[src/rtl/io_pkg.sv]
// ============================================================================
//  Package    : io_pkg
//  Description: Register map and STATUS bit positions for uart_mmio_ctrl.
//  Revision   : 1.0 - initial release
// ============================================================================
`default_nettype none

package io_pkg;

  // Byte offsets inside the 256-byte register window
  localparam logic [7:0] IO_STATUS  = 8'h00;
  localparam logic [7:0] IO_RXDATA  = 8'h04;
  localparam logic [7:0] IO_TXDATA  = 8'h08;
  localparam logic [7:0] IO_LEVEL   = 8'h0C;
  localparam logic [7:0] IO_CYCLES  = 8'h10;
  localparam logic [7:0] IO_INSTRET = 8'h14;
  localparam logic [7:0] IO_CTR_CLR = 8'h18;

  // Only address bits [4:2] take part in register selection
  localparam logic [2:0] SEL_STATUS  = IO_STATUS[4:2];
  localparam logic [2:0] SEL_RXDATA  = IO_RXDATA[4:2];
  localparam logic [2:0] SEL_TXDATA  = IO_TXDATA[4:2];
  localparam logic [2:0] SEL_LEVEL   = IO_LEVEL[4:2];
  localparam logic [2:0] SEL_CYCLES  = IO_CYCLES[4:2];
  localparam logic [2:0] SEL_INSTRET = IO_INSTRET[4:2];
  localparam logic [2:0] SEL_CTR_CLR = IO_CTR_CLR[4:2];

  // STATUS register bit positions
  localparam int ST_TX_NOT_FULL  = 0;
  localparam int ST_RX_NOT_EMPTY = 1;
  localparam int ST_RX_OVF       = 2;

endpackage

`default_nettype wire

[src/rtl/io_fifo.sv]
// ============================================================================
//  Module     : io_fifo
//  Description: Synchronous show-ahead FIFO. The head entry is presented on
//               dout_o whenever the FIFO is non-empty (0 when empty). A push
//               into a full FIFO succeeds only when a pop happens in the same
//               cycle; a pop from an empty FIFO is ignored.
//  Revision   : 1.0 - initial release
// ============================================================================
`default_nettype none

module io_fifo #(
  parameter int WIDTH = 8,
  parameter int DEPTH = 8
) (
  input  logic                     clk,
  input  logic                     rst,
  input  logic                     push_i,
  input  logic [WIDTH-1:0]         din_i,
  input  logic                     pop_i,
  output logic [WIDTH-1:0]         dout_o,
  output logic                     full_o,
  output logic                     empty_o,
  output logic [$clog2(DEPTH):0]   count_o
);

  localparam int AW = $clog2(DEPTH);
  localparam int CW = AW + 1;

  logic [WIDTH-1:0] mem_q [DEPTH];
  logic [AW-1:0]    rd_ptr_q;
  logic [AW-1:0]    wr_ptr_q;
  logic [CW-1:0]    count_q;
  logic [CW-1:0]    count_d;
  logic             do_pop;
  logic             do_push;

  assign empty_o = (count_q == '0);
  assign full_o  = (count_q == CW'(DEPTH));
  assign do_pop  = pop_i && !empty_o;
  // A full FIFO still accepts a push when the head leaves in the same cycle
  assign do_push = push_i && (!full_o || do_pop);
  assign count_d = count_q + CW'(do_push) - CW'(do_pop);
  // Gating with empty keeps stale storage from leaking out after reset
  assign dout_o  = empty_o ? '0 : mem_q[rd_ptr_q];
  assign count_o = count_q;

  // Pointer and occupancy tracking; DEPTH is a power of two so pointers wrap
  always_ff @(posedge clk or posedge rst) begin
    if (rst) begin
      rd_ptr_q <= '0;
      wr_ptr_q <= '0;
      count_q  <= '0;
    end else begin
      if (do_push) wr_ptr_q <= wr_ptr_q + AW'(1);
      if (do_pop)  rd_ptr_q <= rd_ptr_q + AW'(1);
      count_q <= count_d;
    end
  end

  // Storage array, no reset needed since reads are gated by empty
  always_ff @(posedge clk) begin
    if (do_push) mem_q[wr_ptr_q] <= din_i;
  end

endmodule

`default_nettype wire

[src/rtl/uart_mmio_ctrl.sv]
// ============================================================================
//  Module     : uart_mmio_ctrl
//  Description: MMIO bridge between the CPU load/store path and the UART.
//               TX/RX FIFOs, sticky RX-overflow flag, registered load data.
//               Optional build macro MMIO_COUNTERS_EN adds the CYCLES and
//               INSTRET counters and the CTR_CLR register.
//  Revision   : 1.0 - initial release
// ============================================================================
`default_nettype none

module uart_mmio_ctrl
  import io_pkg::*;
#(
  parameter int          TX_DEPTH  = 8,
  parameter int          RX_DEPTH  = 8,
  parameter logic [31:0] BASE_ADDR = 32'h8000_0000
) (
  input  logic        clk,
  input  logic        rst,
  input  logic [31:0] io_addr,
  input  logic [31:0] io_wdata,
  input  logic        io_we,
  input  logic        io_re,
  output logic [31:0] io_rdata,
  input  logic        inst_retired,
  output logic [7:0]  uart_tx_data,
  output logic        uart_tx_valid,
  input  logic        uart_tx_ready,
  input  logic [7:0]  uart_rx_data,
  input  logic        uart_rx_valid,
  output logic        uart_rx_ready
);

  logic                        addr_hit;
  logic [2:0]                  sel;
  logic                        rd_hit;
  logic                        wr_hit;
  logic                        tx_push;
  logic                        tx_full;
  logic                        tx_empty;
  logic [$clog2(TX_DEPTH):0]   tx_count;
  logic                        rx_pop;
  logic                        rx_full;
  logic                        rx_empty;
  logic [7:0]                  rx_head;
  logic [$clog2(RX_DEPTH):0]   rx_count;
  logic                        ovf_set;
  logic                        ovf_clr;
  logic                        ovf_q;
  logic [31:0]                 rdata_d;
  logic [31:0]                 io_rdata_q;
  logic [31:0]                 cycles_val;
  logic [31:0]                 instret_val;
  logic                        unused_bits;

  assign addr_hit = (io_addr[31:8] == BASE_ADDR[31:8]);
  assign sel      = io_addr[4:2];
  assign rd_hit   = io_re && addr_hit;
  assign wr_hit   = io_we && addr_hit;

  assign tx_push  = wr_hit && (sel == SEL_TXDATA);
  assign rx_pop   = rd_hit && (sel == SEL_RXDATA);
  // A byte landing on a full RX FIFO is lost unless the CPU frees a slot now
  assign ovf_set  = uart_rx_valid && rx_full && !(rx_pop && !rx_empty);
  assign ovf_clr  = wr_hit && (sel == SEL_STATUS) && io_wdata[ST_RX_OVF];

  assign uart_tx_valid = !tx_empty;
  assign uart_rx_ready = !rst;
  assign io_rdata      = io_rdata_q;

  assign unused_bits = ^{io_addr[7:5], io_addr[1:0], io_wdata[31:8]};

  io_fifo #(.WIDTH(8), .DEPTH(TX_DEPTH)) u_tx_fifo (
    .clk     (clk),
    .rst     (rst),
    .push_i  (tx_push),
    .din_i   (io_wdata[7:0]),
    .pop_i   (uart_tx_ready),
    .dout_o  (uart_tx_data),
    .full_o  (tx_full),
    .empty_o (tx_empty),
    .count_o (tx_count)
  );

  io_fifo #(.WIDTH(8), .DEPTH(RX_DEPTH)) u_rx_fifo (
    .clk     (clk),
    .rst     (rst),
    .push_i  (uart_rx_valid),
    .din_i   (uart_rx_data),
    .pop_i   (rx_pop),
    .dout_o  (rx_head),
    .full_o  (rx_full),
    .empty_o (rx_empty),
    .count_o (rx_count)
  );

`ifdef MMIO_COUNTERS_EN
  logic        ctr_clr;
  logic [31:0] cycles_q;
  logic [31:0] instret_q;

  assign ctr_clr     = wr_hit && (sel == SEL_CTR_CLR);
  assign cycles_val  = cycles_q;
  assign instret_val = instret_q;

  // Free-running counters; a clear discards that cycle's increment
  always_ff @(posedge clk or posedge rst) begin
    if (rst) begin
      cycles_q  <= '0;
      instret_q <= '0;
    end else if (ctr_clr) begin
      cycles_q  <= '0;
      instret_q <= '0;
    end else begin
      cycles_q  <= cycles_q + 32'd1;
      instret_q <= instret_q + 32'(inst_retired);
    end
  end
`else
  logic unused_inst_retired;

  assign cycles_val          = '0;
  assign instret_val         = '0;
  assign unused_inst_retired = inst_retired;
`endif

  // Load data selection from the current (pre-edge) register state
  always_comb begin
    rdata_d = '0;
    case (sel)
      SEL_STATUS: begin
        rdata_d[ST_TX_NOT_FULL]  = !tx_full;
        rdata_d[ST_RX_NOT_EMPTY] = !rx_empty;
        rdata_d[ST_RX_OVF]       = ovf_q;
      end
      SEL_RXDATA:  rdata_d = {24'd0, rx_head};
      SEL_LEVEL:   rdata_d = {7'd0, 9'(rx_count), 7'd0, 9'(tx_count)};
      SEL_CYCLES:  rdata_d = cycles_val;
      SEL_INSTRET: rdata_d = instret_val;
      default:     rdata_d = '0;
    endcase
  end

  // Registered load data and sticky overflow (set has priority over clear)
  always_ff @(posedge clk or posedge rst) begin
    if (rst) begin
      io_rdata_q <= '0;
      ovf_q      <= 1'b0;
    end else begin
      if (rd_hit) io_rdata_q <= rdata_d;
      if (ovf_set)      ovf_q <= 1'b1;
      else if (ovf_clr) ovf_q <= 1'b0;
    end
  end

endmodule

`default_nettype wire
[config.mk]
export PLATFORM = sky130hd
export DESIGN_NAME = uart_mmio_ctrl
export DESIGN_NICKNAME = d
export VERILOG_FILES = /design/src/rtl/io_pkg.sv /design/src/rtl/io_fifo.sv /design/src/rtl/uart_mmio_ctrl.sv
export SDC_FILE = /design/constraint.sdc
export NUM_CORES = 1
export LEC_CHECK = 0
export CAP_MARGIN = 20
export CORE_UTILIZATION = 45
export CTS_BUF_LIST = sky130_fd_sc_hd__clkbuf_4 sky130_fd_sc_hd__clkbuf_8 sky130_fd_sc_hd__clkbuf_16
export DETAILED_ROUTE_END_ITERATION = 7
export PLACE_DENSITY = 0.72
export SLEW_MARGIN = 10
export SYNTH_ARGS = -nofsm -noshare
export SYNTH_HDL_FRONTEND = slang
export SYNTH_HIERARCHICAL = 1
export SYNTH_SLANG_ARGS = --single-unit
[constraint.sdc]
create_clock -name clk -period 2.3 [get_ports clk]
set_clock_uncertainty 0.15 [all_clocks]
set_input_delay 0.23 -clock clk [delete_from_list [all_inputs] [get_ports clk]]
set_output_delay 0.23 -clock clk [all_outputs]
set_load 0.005 [all_outputs]
==> parameters.txt <==
Parameter                              Value

Job
  Number of maximum-capacitance violations ... 0

Cells and area
  Footprint of the multi-input gates ... between 2000 and 3000 µm²
  Layout Cell Area excl Fill ... ~9500 µm²
  Ratio of cells with drive above 1 in the final layout ... 0.2830
  FILL cells ... 1146
  Area growth from synthesis to layout ... 32.10%
  Layout Nets ... approximately 700
  Ant. Diodes ... 0
  Footprint of the flip-flops and latches ... 4671 µm²

Logic synthesis
  Most instantiated cells after synthesis ... 128 x sky130_fd_sc_hd__edfxtp_1, 71 x sky130_fd_sc_hd__mux2i_1, 36 x sky130_fd_sc_hd__a22o_1, 33 x sky130_fd_sc_hd__dfrtp_1, 26 x sky130_fd_sc_hd__nor3_1
  Sequential element share of the synthesized area ... 0.6468
  Leading cell type by number of instances after synthesis ... sky130_fd_sc_hd__edfxtp_1
  Synth Cell Area ... 7219 µm²
  Yosys warning count ... 6
  Count of cell types in the netlist ... 47
  Instance count of the mapped netlist ... 479
  Post-synth top flop ... sky130_fd_sc_hd__edfxtp_1
  Proportion of register bits with asynchronous set or reset after synthesis ... 0.2050
  Number of enable flip-flop cells after synthesis ... 128
  Syn_area_per_cell ... 15.07 µm²
  Proportion of netlist area held by the largest area contributor ... 0.5324
  Flop and latch count out of synthesis ... approximately 160
  Synth area leader ... sky130_fd_sc_hd__edfxtp_1
  Leading cell types by total area after synthesis ... sky130_fd_sc_hd__edfxtp_1 53%, sky130_fd_sc_hd__dfrtp_1 11%, sky130_fd_sc_hd__mux2i_1 9.8%, sky130_fd_sc_hd__a22o_1 4.4%, sky130_fd_sc_hd__buf_4 2.5%

Clock tree
  CTS tree ... yes
  Root buffer selected by CTS ... sky130_fd_sc_hd__clkbuf_16
  Worst-path clk slew ... about 60 ps
  Maximum buffer depth of the clock tree ... 2
  Number of levels the H-tree was split into ... 4
  Later-pin clock latency in the skew report ... 420 ps
  Number of buffers created by CTS ... 17
  Clk sink count ... 161

Setup path
  Crit path kind ... flip-flop to output pin
  End point of the critical path ... uart_tx_data[2]
  Signal arrival time at the worst endpoint ... 1880 ps
  Reg-to-reg slack, setup ... 40 ps
  Top fanout value on the critical path ... 7
  Launching element type of the critical path ... flip-flop
  Crit Reg-Reg Startpoint ... u_rx_fifo/count_o[2]
  Kind of end point of the critical path ... output pin
  Start point of the critical path ... u_tx_fifo/rd_ptr_q[1]
  R2r worst-path depth ... 9
  Critical register-to-register path endpoint ... u_rx_fifo/count_o[1]
  Required @ worst endpoint ... 1920 ps

Global route
  Number of global-route vias before repair ... 4585
  Number of antenna violations at the first check in global routing ... 0
  Wire length of the first global-routing pass ... 23620 µm
  Congestion Overflow GR ... 0
  Overall track demand over capacity in global routing ... 0.1941
  Maximum number of pins on one net before global-route repair ... 20

Detailed routing
  Drt first pass iters ... 4
  DRC violations left ... 0
  Number of DRC markers in iteration 0 ... 210
  Post-DRT Antenna Nets ... 0
  Final WL ... 15130 µm
  Routed wirelength normalized by instance count ... ~18 µm
  Vias ... 4353
  Vias per std cell ... ~5.1

STA
  Period minus WS final ... around 2300 ps
  Fmax ... 442.6 MHz
  Unrepaired setup endpoints after global routing ... yes
  Final setup violation count ... 0
  Sum Neg Setup Slack ... 0 ps
  Number of pins with negative max-slew slack in the final report ... 0
  Final period util ... 0.9824
  Final hold vios ... 0
  Pin slew with the least headroom to its limit ... roughly 660 ps
  Worst max-slew margin expressed relative to the limit ... 0.5573

Floorplan
  Effective utilization at floorplan ... 0.4680
  Die ar. ... 16550 µm²
  Area of the core ... 15430 µm²
  Width of the chip ... ~130 µm
  Ports ... 121
  Number of cell rows ... 45
  Vert. Die Dim ... 128.7 µm

Place
  Estimated wirelength of the detail-placed design ... ~9800 µm
  GP Congestion ... ~0.75
  Standard cell area after detailed placement ... 8603 µm²
  Number of buffers added on ports ... 70

Status
  Outcome ... completed

Pwr
  Pwr/cell area ... 977.1 nW/µm²
  Static power due to leakage ... 0.003725 µW
  Peak supply drop ... between 700 and 800 µV

Hold path
  Worst Hold Class ... input port to async pin
==> worst min path at each step <==
stage	from	end	slack (ps)	cells past startpoint
after CTS	rst	u_rx_fifo/count_o[3]	40	2
after global routing	rst	u_rx_fifo/count_o[0]	80	2
final	rst	u_tx_fifo/count_o[2]	30	2
after floorplan	rst	u_rx_fifo/count_o[0]	-80	1
after global placement	io_rdata[0]	io_rdata[0]	330	1
after detailed placement	io_rdata[0]	io_rdata[0]	330	1
==> sequential cells by signal, summed over array words and instances, names as in the netlist <==
signal,count
u_rx_fifo/rd_ptr_q,3
u_rx_fifo/mem_q,64
u_tx_fifo/count_o,4
u_tx_fifo/rd_ptr_q,3
ovf_q,1
u_rx_fifo/wr_ptr_q,3
u_tx_fifo/wr_ptr_q,3
u_tx_fifo/mem_q,64
io_rdata,12
u_rx_fifo/count_o,4
==> where the power goes <==
| part | internal [µW] | switching, µW |
|---|---|---|
| registers | 3470 | 270 |
| logic | 1510 | 1320 |
| clock network | 1610 | 1140 |
==> critical path: stages (launching register included) <==
cell and delay, ps:
sky130_fd_sc_hd__dfrtp_2 480, sky130_fd_sc_hd__buf_12 170, sky130_fd_sc_hd__buf_8 140, sky130_fd_sc_hd__mux2i_1 120, sky130_fd_sc_hd__a22o_1 220, sky130_fd_sc_hd__nor3_2 190
sky130_fd_sc_hd__buf_2 150
==> cell usage in the layout, fill, tap and decap left out, drive strengths merged, types with 13 or more instances in the layout <==
| cell | count |
|---|---|
| dfrtp | 33 |
| edfxtp | 128 |
| conb | 20 |
| a22o | 36 |
| buf | 80 |
| clkbuf | 20 |
| mux2i | 71 |
| ha | 14 |
| nor3 | 26 |
| clkdlybuf4s50 | 41 |
| inv | 25 |
| nand2 | 13 |
==> per-layer routing <==
metal	up-vias	GRT usage	wire (µm)
met3	15	0.04200	611
met1	2183	0.2215	6067
met4	0	0.06436	198
met5	-	0	0
li1	2055	-	-
met2	100	0.3596	8247
==> metrics by stage <==
step / worst slack (ps) / util / total power, µW / hold slack, ps / std cells
2_1_floorplan: -17.92 / - / 5197 / -79.82 / 498
3_3_place_gp: -492.5 / 0.5577 / 6061 / 330.8 / 794
3_5_place_dp: -544.1 / 0.5577 / 6157 / 334.6 / 794
4_1_cts: -55.91 / 0.6060 / 9094 / 35.25 / 839
5_1_grt: -46.03 / 0.6182 / 9753 / 76.09 / 847
6_report: 40.54 / 0.6182 / 9318 / 26.65 / 847
==> kinds of logic (layout without fill, tap and decap cells) <==
logic type / Yosys count / in the layout / synth area share
flops: 161 / 161 / 0.6468
fa+ha+maj: 16 / 16 / 0.02981
simple gates: 95 / 95 / 0.08405
xor+xnor: 12 / 12 / 0.01456
compound gates: 54 / 54 / 0.06360
buf+inv: 62 / 200 / 0.05026
other cells: 1 / 20 / 0.0005194
mux: 78 / 78 / 0.1104
==> timing repair <==
item | in CTS | in global routing
gates resized for setup | 58 | 48
pin swaps | 11 | 20
endpoints found under the setup margin | 36 | 110
hold buffers | 0 | 0
setup buffers | 12 | 7
gates cloned | 1 | 1
==> area by class of cell <==
cell class              instances  share of cell area
clock buffers                  17             0.04461
flip-flops and latches        161              0.4898
well taps                     211             0.02768
inverters                      22            0.008659
repair buffers                146              0.1468
multi-input cells             275              0.2657
clock inverters                15             0.01679
Note: power is estimated with default switching activity, not from simulation.
